--- src/rtl/wb_uart_pkg.sv ---
// rtl/wb_uart_pkg.sv - shared register map, status bit positions and receiver FSM encoding
package wb_uart_pkg;

   // Wishbone register addresses
   localparam logic [1:0] ADR_RXDATA = 2'd0;
   localparam logic [1:0] ADR_STATUS = 2'd1;
   localparam logic [1:0] ADR_CTRL   = 2'd2;
   localparam logic [1:0] ADR_RSVD   = 2'd3;

   // STATUS register bit positions
   localparam int ST_NOT_EMPTY = 0;
   localparam int ST_FRAME_ERR = 1;
   localparam int ST_OVERRUN   = 2;
   localparam int ST_FULL      = 3;

   // CTRL register bit positions
   localparam int CTRL_IRQ_EN  = 0;

   // Receiver state machine encoding
   typedef enum logic [2:0] {
      S_IDLE      = 3'd0,
      S_START     = 3'd1,
      S_DATA      = 3'd2,
      S_STOP      = 3'd3,
      S_WAIT_IDLE = 3'd4
   } rx_state_e;

endpackage

--- src/rtl/uart_rx_fifo.sv ---
// rtl/uart_rx_fifo.sv - power-of-two receive FIFO with push/pop/full/empty/count
module uart_rx_fifo #(
   parameter int DEPTH = 4,
   parameter int WIDTH = 8
) (
   input  logic                     clk_i,
   input  logic                     rst_i,
   input  logic                     push_i,
   input  logic                     pop_i,
   input  logic [WIDTH-1:0]         data_i,
   output logic [WIDTH-1:0]         data_o,
   output logic                     full_o,
   output logic                     empty_o,
   output logic [$clog2(DEPTH):0]   count_o
);

   localparam int AW = $clog2(DEPTH);
   localparam int CW = AW + 1;

   logic [WIDTH-1:0] mem_q [DEPTH];
   logic [AW-1:0]    wr_ptr_q, rd_ptr_q;
   logic [CW-1:0]    count_q;
   logic             do_push, do_pop;

   // A pop frees a slot in the same cycle, so a full FIFO still accepts a simultaneous push
   assign empty_o = (count_q == '0);
   assign full_o  = (count_q == CW'(DEPTH));
   assign do_pop  = pop_i & ~empty_o;
   assign do_push = push_i & (~full_o | do_pop);
   assign data_o  = mem_q[rd_ptr_q];
   assign count_o = count_q;

   // Storage array; contents need no reset because count gates visibility
   always_ff @(posedge clk_i) begin
      if (do_push) mem_q[wr_ptr_q] <= data_i;
   end

   // Pointers wrap naturally at the power-of-two depth
   always_ff @(posedge clk_i or negedge rst_i) begin
      if (!rst_i) begin
         wr_ptr_q <= '0;
         rd_ptr_q <= '0;
         count_q  <= '0;
      end else begin
         if (do_push) wr_ptr_q <= wr_ptr_q + AW'(1);
         if (do_pop)  rd_ptr_q <= rd_ptr_q + AW'(1);
         case ({do_push, do_pop})
            2'b10:   count_q <= count_q + CW'(1);
            2'b01:   count_q <= count_q - CW'(1);
            default: count_q <= count_q;
         endcase
      end
   end

endmodule

--- src/rtl/wb_uart_rx.sv ---
// rtl/wb_uart_rx.sv - 8N1 UART receiver with receive FIFO behind a Wishbone classic slave
module wb_uart_rx
   import wb_uart_pkg::*;
#(
   parameter int CLKS_PER_BIT = 868,
   parameter int FIFO_DEPTH   = 4
) (
   input  logic       clk_i,
   input  logic       rst_i,
   input  logic       rx_i,
   input  logic [1:0] wb_adr_i,
   input  logic [7:0] wb_dat_i,
   output logic [7:0] wb_dat_o,
   input  logic       wb_we_i,
   input  logic       wb_stb_i,
   input  logic       wb_cyc_i,
   output logic       wb_ack_o,
   output logic       irq_o
);

   if (CLKS_PER_BIT < 4) begin : g_bad_clks_per_bit
      $error("CLKS_PER_BIT must be at least 4");
   end
   if ((FIFO_DEPTH < 2) || (FIFO_DEPTH > 16) || ((FIFO_DEPTH & (FIFO_DEPTH - 1)) != 0)) begin : g_bad_fifo_depth
      $error("FIFO_DEPTH must be a power of two in 2..16");
   end

   localparam int CW  = $clog2(CLKS_PER_BIT);
   localparam int FCW = $clog2(FIFO_DEPTH) + 1;
   localparam logic [CW-1:0] BIT_END  = CW'(CLKS_PER_BIT - 1);
   localparam logic [CW-1:0] HALF_END = CW'(CLKS_PER_BIT / 2 - 1);

   logic            rx_meta_q, rx_sync_q;
   rx_state_e       state_q, state_d;
   logic [CW-1:0]   cnt_q, cnt_d;
   logic [2:0]      bit_q, bit_d;
   logic [7:0]      shift_q, shift_d;
   logic            push, frame_set;

   logic [7:0]      fifo_data;
   logic            fifo_full, fifo_empty, fifo_pop;
   logic [FCW-1:0]  fifo_count;

   logic            frame_err_q, overrun_q, irq_en_q;
   logic            ack_q, pop_q, clr_fe_q, clr_ov_q, ctrl_wr_q, ctrl_val_q;
   logic [7:0]      dat_q, rdata, status_vec;
   logic            req;
   logic            unused_wdat;

   assign unused_wdat = ^wb_dat_i[7:3];

   // Two-flop synchronizer; idles high so reset never looks like a start bit
   always_ff @(posedge clk_i or negedge rst_i) begin
      if (!rst_i) begin
         rx_meta_q <= 1'b1;
         rx_sync_q <= 1'b1;
      end else begin
         rx_meta_q <= rx_i;
         rx_sync_q <= rx_meta_q;
      end
   end

   // Receiver state, baud counter, bit index and shift register
   always_ff @(posedge clk_i or negedge rst_i) begin
      if (!rst_i) begin
         state_q <= S_IDLE;
         cnt_q   <= '0;
         bit_q   <= '0;
         shift_q <= '0;
      end else begin
         state_q <= state_d;
         cnt_q   <= cnt_d;
         bit_q   <= bit_d;
         shift_q <= shift_d;
      end
   end

   // Next-state logic: start is re-checked mid-bit, data and stop sampled at bit centres
   always_comb begin
      state_d   = state_q;
      cnt_d     = cnt_q;
      bit_d     = bit_q;
      shift_d   = shift_q;
      push      = 1'b0;
      frame_set = 1'b0;
      case (state_q)
         S_IDLE: begin
            if (!rx_sync_q) begin
               state_d = S_START;
               cnt_d   = '0;
               bit_d   = '0;
            end
         end
         S_START: begin
            if (cnt_q == HALF_END) begin
               cnt_d   = '0;
               state_d = rx_sync_q ? S_IDLE : S_DATA;
            end else begin
               cnt_d = cnt_q + CW'(1);
            end
         end
         S_DATA: begin
            if (cnt_q == BIT_END) begin
               cnt_d   = '0;
               shift_d = {rx_sync_q, shift_q[7:1]};
               bit_d   = bit_q + 3'd1;
               if (bit_q == 3'd7) state_d = S_STOP;
            end else begin
               cnt_d = cnt_q + CW'(1);
            end
         end
         S_STOP: begin
            if (cnt_q == BIT_END) begin
               cnt_d = '0;
               if (rx_sync_q) begin
                  push    = 1'b1;
                  state_d = S_IDLE;
               end else begin
                  frame_set = 1'b1;
                  state_d   = S_WAIT_IDLE;
               end
            end else begin
               cnt_d = cnt_q + CW'(1);
            end
         end
         S_WAIT_IDLE: begin
            if (rx_sync_q) state_d = S_IDLE;
         end
         default: state_d = S_IDLE;
      endcase
   end

   uart_rx_fifo #(
      .DEPTH (FIFO_DEPTH),
      .WIDTH (8)
   ) u_fifo (
      .clk_i   (clk_i),
      .rst_i   (rst_i),
      .push_i  (push),
      .pop_i   (fifo_pop),
      .data_i  (shift_q),
      .data_o  (fifo_data),
      .full_o  (fifo_full),
      .empty_o (fifo_empty),
      .count_o (fifo_count)
   );

   assign req      = wb_stb_i & wb_cyc_i & ~ack_q;
   assign fifo_pop = pop_q;

   // Read mux evaluated at request time and registered into the ack cycle
   always_comb begin
      status_vec               = '0;
      status_vec[ST_NOT_EMPTY] = ~fifo_empty;
      status_vec[ST_FRAME_ERR] = frame_err_q;
      status_vec[ST_OVERRUN]   = overrun_q;
      status_vec[ST_FULL]      = (fifo_count == FCW'(FIFO_DEPTH));
      rdata = '0;
      case (wb_adr_i)
         ADR_RXDATA: rdata = fifo_empty ? 8'h00 : fifo_data;
         ADR_STATUS: rdata = status_vec;
         ADR_CTRL:   rdata = {7'd0, irq_en_q};
         default:    rdata = '0;
      endcase
   end

   // Bus handshake; decoded side effects are latched so they fire only during ack
   always_ff @(posedge clk_i or negedge rst_i) begin
      if (!rst_i) begin
         ack_q      <= 1'b0;
         pop_q      <= 1'b0;
         clr_fe_q   <= 1'b0;
         clr_ov_q   <= 1'b0;
         ctrl_wr_q  <= 1'b0;
         ctrl_val_q <= 1'b0;
         dat_q      <= '0;
      end else begin
         ack_q      <= req;
         pop_q      <= req & ~wb_we_i & (wb_adr_i == ADR_RXDATA) & ~fifo_empty;
         clr_fe_q   <= req & wb_we_i & (wb_adr_i == ADR_STATUS) & wb_dat_i[ST_FRAME_ERR];
         clr_ov_q   <= req & wb_we_i & (wb_adr_i == ADR_STATUS) & wb_dat_i[ST_OVERRUN];
         ctrl_wr_q  <= req & wb_we_i & (wb_adr_i == ADR_CTRL);
         ctrl_val_q <= wb_dat_i[CTRL_IRQ_EN];
         dat_q      <= (req & ~wb_we_i) ? rdata : 8'h00;
      end
   end

   // Sticky error flags and interrupt enable; a new error beats a same-cycle clear
   always_ff @(posedge clk_i or negedge rst_i) begin
      if (!rst_i) begin
         frame_err_q <= 1'b0;
         overrun_q   <= 1'b0;
         irq_en_q    <= 1'b0;
      end else begin
         if (frame_set)                             frame_err_q <= 1'b1;
         else if (clr_fe_q)                         frame_err_q <= 1'b0;
         if (push & fifo_full & ~fifo_pop)          overrun_q   <= 1'b1;
         else if (clr_ov_q)                         overrun_q   <= 1'b0;
         if (ctrl_wr_q)                             irq_en_q    <= ctrl_val_q;
      end
   end

   assign wb_ack_o = ack_q;
   assign wb_dat_o = dat_q;
   assign irq_o    = irq_en_q & (~fifo_empty | frame_err_q | overrun_q);

endmodule

--- config.mk ---
export PLATFORM = sky130hd
export DESIGN_NAME = wb_uart_rx
export DESIGN_NICKNAME = d
export VERILOG_FILES = /design/src/rtl/wb_uart_pkg.sv /design/src/rtl/uart_rx_fifo.sv /design/src/rtl/wb_uart_rx.sv
export SDC_FILE = /design/constraint.sdc
export NUM_CORES = 1
export LEC_CHECK = 0
export ABC_CLOCK_PERIOD_IN_PS = 7600
export BUFFER_PORTS_ARGS = -buffer_cell sky130_fd_sc_hd__clkbuf_2
export CORE_MARGIN = 4
export CORE_UTILIZATION = 50
export CTS_CLUSTER_DIAMETER = 100
export DETAILED_ROUTE_END_ITERATION = 7
export HOLD_SLACK_MARGIN = 0.05
export PLACE_DENSITY = 0.68
export RECOVER_POWER = 50
export SLEW_MARGIN = 20
export SYNTH_ARGS = -nofsm -noshare
export SYNTH_HDL_FRONTEND = slang
export SYNTH_HIERARCHICAL = 1
export SYNTH_SLANG_ARGS = --single-unit
--- constraint.sdc ---
create_clock -name clk_i -period 7.6 [get_ports clk_i]
set_input_delay 0.38 -clock clk_i [delete_from_list [all_inputs] [get_ports clk_i]]
set_output_delay 0.38 -clock clk_i [all_outputs]
set_load 0.02 [all_outputs]
==> results.cfg <==
[clocking]
cts_tree = done
worstSkewPairLatency_ns = 0.34
ctsHoldBuffers = 0
cts_buffers = 9
ctsLongestPathBuffers = 2
postCtsResizedCells = 0
path_clk_slew_ns = 0.09
cts_root_buf = clkbuf_8
cts_setup_buffers = 0
cts_max_level = 3
clkSinkCount = 82

[route]
wl_per_cell_um = 14.9
ant_nets = 0
drtPass1Iterations = 4
vias = 2080
drtIter0Drc = 88
via_per_inst = 5.32
drcViolationCount = 0
drt_wl_total_um = 5840

[setup_path]
cpMaxStageDelayCell = dfrtp_1
crit_path_max_fanout = 7
path_cells = ha_1 > and4_1 > and3_1 > and4_1 > o21a_4 > inv_1 > ha_1 > inv_1 > fa_1 > xor2_1 > nor2_1 > xor2_1
cp_top_family = adder cells
crit_buf_inv = 2
slowest_delay_ns = 0.44
worst-setup-path-type = reg2reg
cp.required_ns = 7.86
cp.arrival_ns = 3.00
regToRegStartpoint = cnt_q[0]
endpoint_kind = register
startpoint = cnt_q[0]
critPathLaunchType = register

[sta]
rsz0062_at_grt = false
fin_crit_ns = 2.74
post-route-period-util = 0.360
hold_violations = 0
fmax_mhz = 365
slew_violations = 51
finalSetupTns_ns = 0
slew_headroom = -0.776
setup_ws_ns = 4.86
tightest_slew_ns = 2.66
finClkSkew_ns = 0.00826
finalSetupViolCount = 0

[global_routing]
antenna_found_initial = 0
top_usage_layer = met2
grt.overflow.total = 0
grt_usage = 0.154
grt_pass1_wl_um = 10400
first_global_vias = 2099
use_met2 = 0.235
grt_use_met1 = 0.219
grt_use_met3 = 0.0374
grt_max_degree = 51

[logic_synthesis]
avgSynthCellArea_um2 = 13.6
ys_ff_latch = 82
synth_edf_count = 32
ys_async_sr_fraction = 0.610
postSynthCellCount = 266
synthesis.nets = 292
yosysSeqAreaShare = 0.614
syn_area_um2 = 3610
synth_cell_type_count = 59
synth_ff_type = dfrtp_1
yosysWarnings = 6

[place]
post-place-ws_ns = 4.88
dp_hpwl_um = 3990
io_buffers = 20
gp_congestion = 0.801

[floorplanning]
die-area_um2 = 8640
placementRows = 30
io_pins = 26
core_area_um2 = 6910
initial_utilization = 0.522
die_w_um = 93.0
die_h_um = 93.0

[status]
violations = capacitance limit, slew limit
status = finished, violations left

[worst_hold_path]
hold_path.class = in2reg
hp-start = rx_i

[flow_run]
cap_violations = 1

[power]
ir_drop_mv = 0.101
leakage_nw = 1.54
power.density_nw_per_um2 = 206

[cells_and_area]
fillCellCount = 572
area_growth_pct = 11.6
fin_nets = 316
post_route_cells_drive_above_1_share = 0.244
antenna-diode-count = 0
synth_stat cells, types with 3 or more instances:
cell type	number	area share
nand3_1	5	0.0069
o211ai_1	9	0.019
mux2_2	9	0.028
edfxtp_1	32	0.27
buf_2	4	0.0055
nor2_1	16	0.017
a21oi_1	3	0.0042
xor2_1	3	0.0073
nor4_1	3	0.0052
and2_2	4	0.0083
nor3_1	4	0.0055
o21ai_0	9	0.012
and3_1	3	0.0052
mux4_2	8	0.050
dfrtp_1	48	0.33
nand2_1	21	0.022
or2_2	3	0.0052
and2_1	6	0.010
inv_1	14	0.015
xnor2_1	3	0.0073
ha_1	9	0.031
nor3b_1	3	0.0062
metrics by stage:
stage	area [um2]	hold WS, ns	utilization	std cells	power (mW)
floorplan	3610	0.0844	-	266	0.474
global placement	3800	0.348	0.550	375	0.484
detailed placement	3800	0.347	0.550	375	0.485
CTS	4030	0.107	0.584	391	0.839
global route	4030	0.0921	0.583	391	0.861
finish	4030	0.120	0.583	391	0.829
routing by layer:
| layer | vias to the layer above | routed length [um] |
|---|---|---|
| li1 | 1020 | - |
| met1 | 1023 | 2740 |
| met2 | 31 | 2850 |
| met3 | 6 | 188 |
| met4 | 0 | 68 |
| met5 | - | 0 |
power by group:
group	internal (mW)	switching (mW)
clock	0.191	0.164
combinational	0.00448	0.00835
sequential	0.460	0.00181
cells by family (layout without fill, tap and decap cells):
logic type / count (synthesis) / after routing / share of synthesized area
mux: 21 / 21 / 0.0919
fa+ha+maj: 10 / 10 / 0.0368
xor+xnor: 6 / 6 / 0.0146
compound gates: 40 / 40 / 0.0860
buf+inv: 22 / 51 / 0.0246
simple gates: 85 / 85 / 0.132
flops: 82 / 82 / 0.614
area by class of cell:
cell class	count	area [um2]	share of cell area
well taps	96	120	0.0298
flip-flops and latches	82	2210	0.550
clock buffers	9	124	0.0308
clock inverters	7	106	0.0264
inverters	14	52.6	0.0131
repair buffers	21	104	0.0258
multi-input cells	162	1310	0.324
flip-flops by register name (all words and copies together), names as in the netlist, 2 cells and up:
signal,count
bit_q,3
cnt_q,10
shift_q,8
state_q,3
u_fifo/count_o,3
u_fifo/mem_q,32
u_fifo/rd_ptr_q,2
u_fifo/wr_ptr_q,2
wb_dat_o,8
worst reg2reg max path: cells and delay by family, from the launching register on:
family,cells,cell delay [ns]
AOI/OAI and AO/OA,1,0.15
xor gates and xnor gates,2,0.31
adders and majority gates,3,0.84
buffers and inverters,2,0.12
DFF,1,0.44
and+or+nand+nor,4,0.81
placed cells by master (no fill, tap or decap), types with 3 or more instances in the layout:
cell type / count
inv_1: 14
o21ai_0: 9
and2_1: 6
nor3_1: 4
o211ai_1: 9
nor3b_1: 3
ha_1: 9
nor2_1: 16
edfxtp_1: 32
clkbuf_8: 9
mux2_2: 9
xor2_1: 3
dfrtp_1: 48
or2_2: 3
xnor2_1: 3
nand3_1: 5
clkbuf_2: 20
nand2_1: 21
and2_2: 4
nor4_1: 3
a21oi_1: 3
mux4_2: 8
and3_1: 3
worst paths after layout:
path | endpoint | slack [ns] | cells past startpoint
max in group asynchronous | cnt_q[3] | 5.12 | 2
max reg2reg | u_fifo/count_o[2] | 4.86 | 12
min in group asynchronous | ctrl_wr_q | 0.97 | 2
min | rx_meta_q | 0.12 | 1
min reg2reg | rx_sync_q | 0.36 | 0
max | u_fifo/count_o[2] | 4.86 | 12
Note: power is estimated with default switching activity, not from simulation.
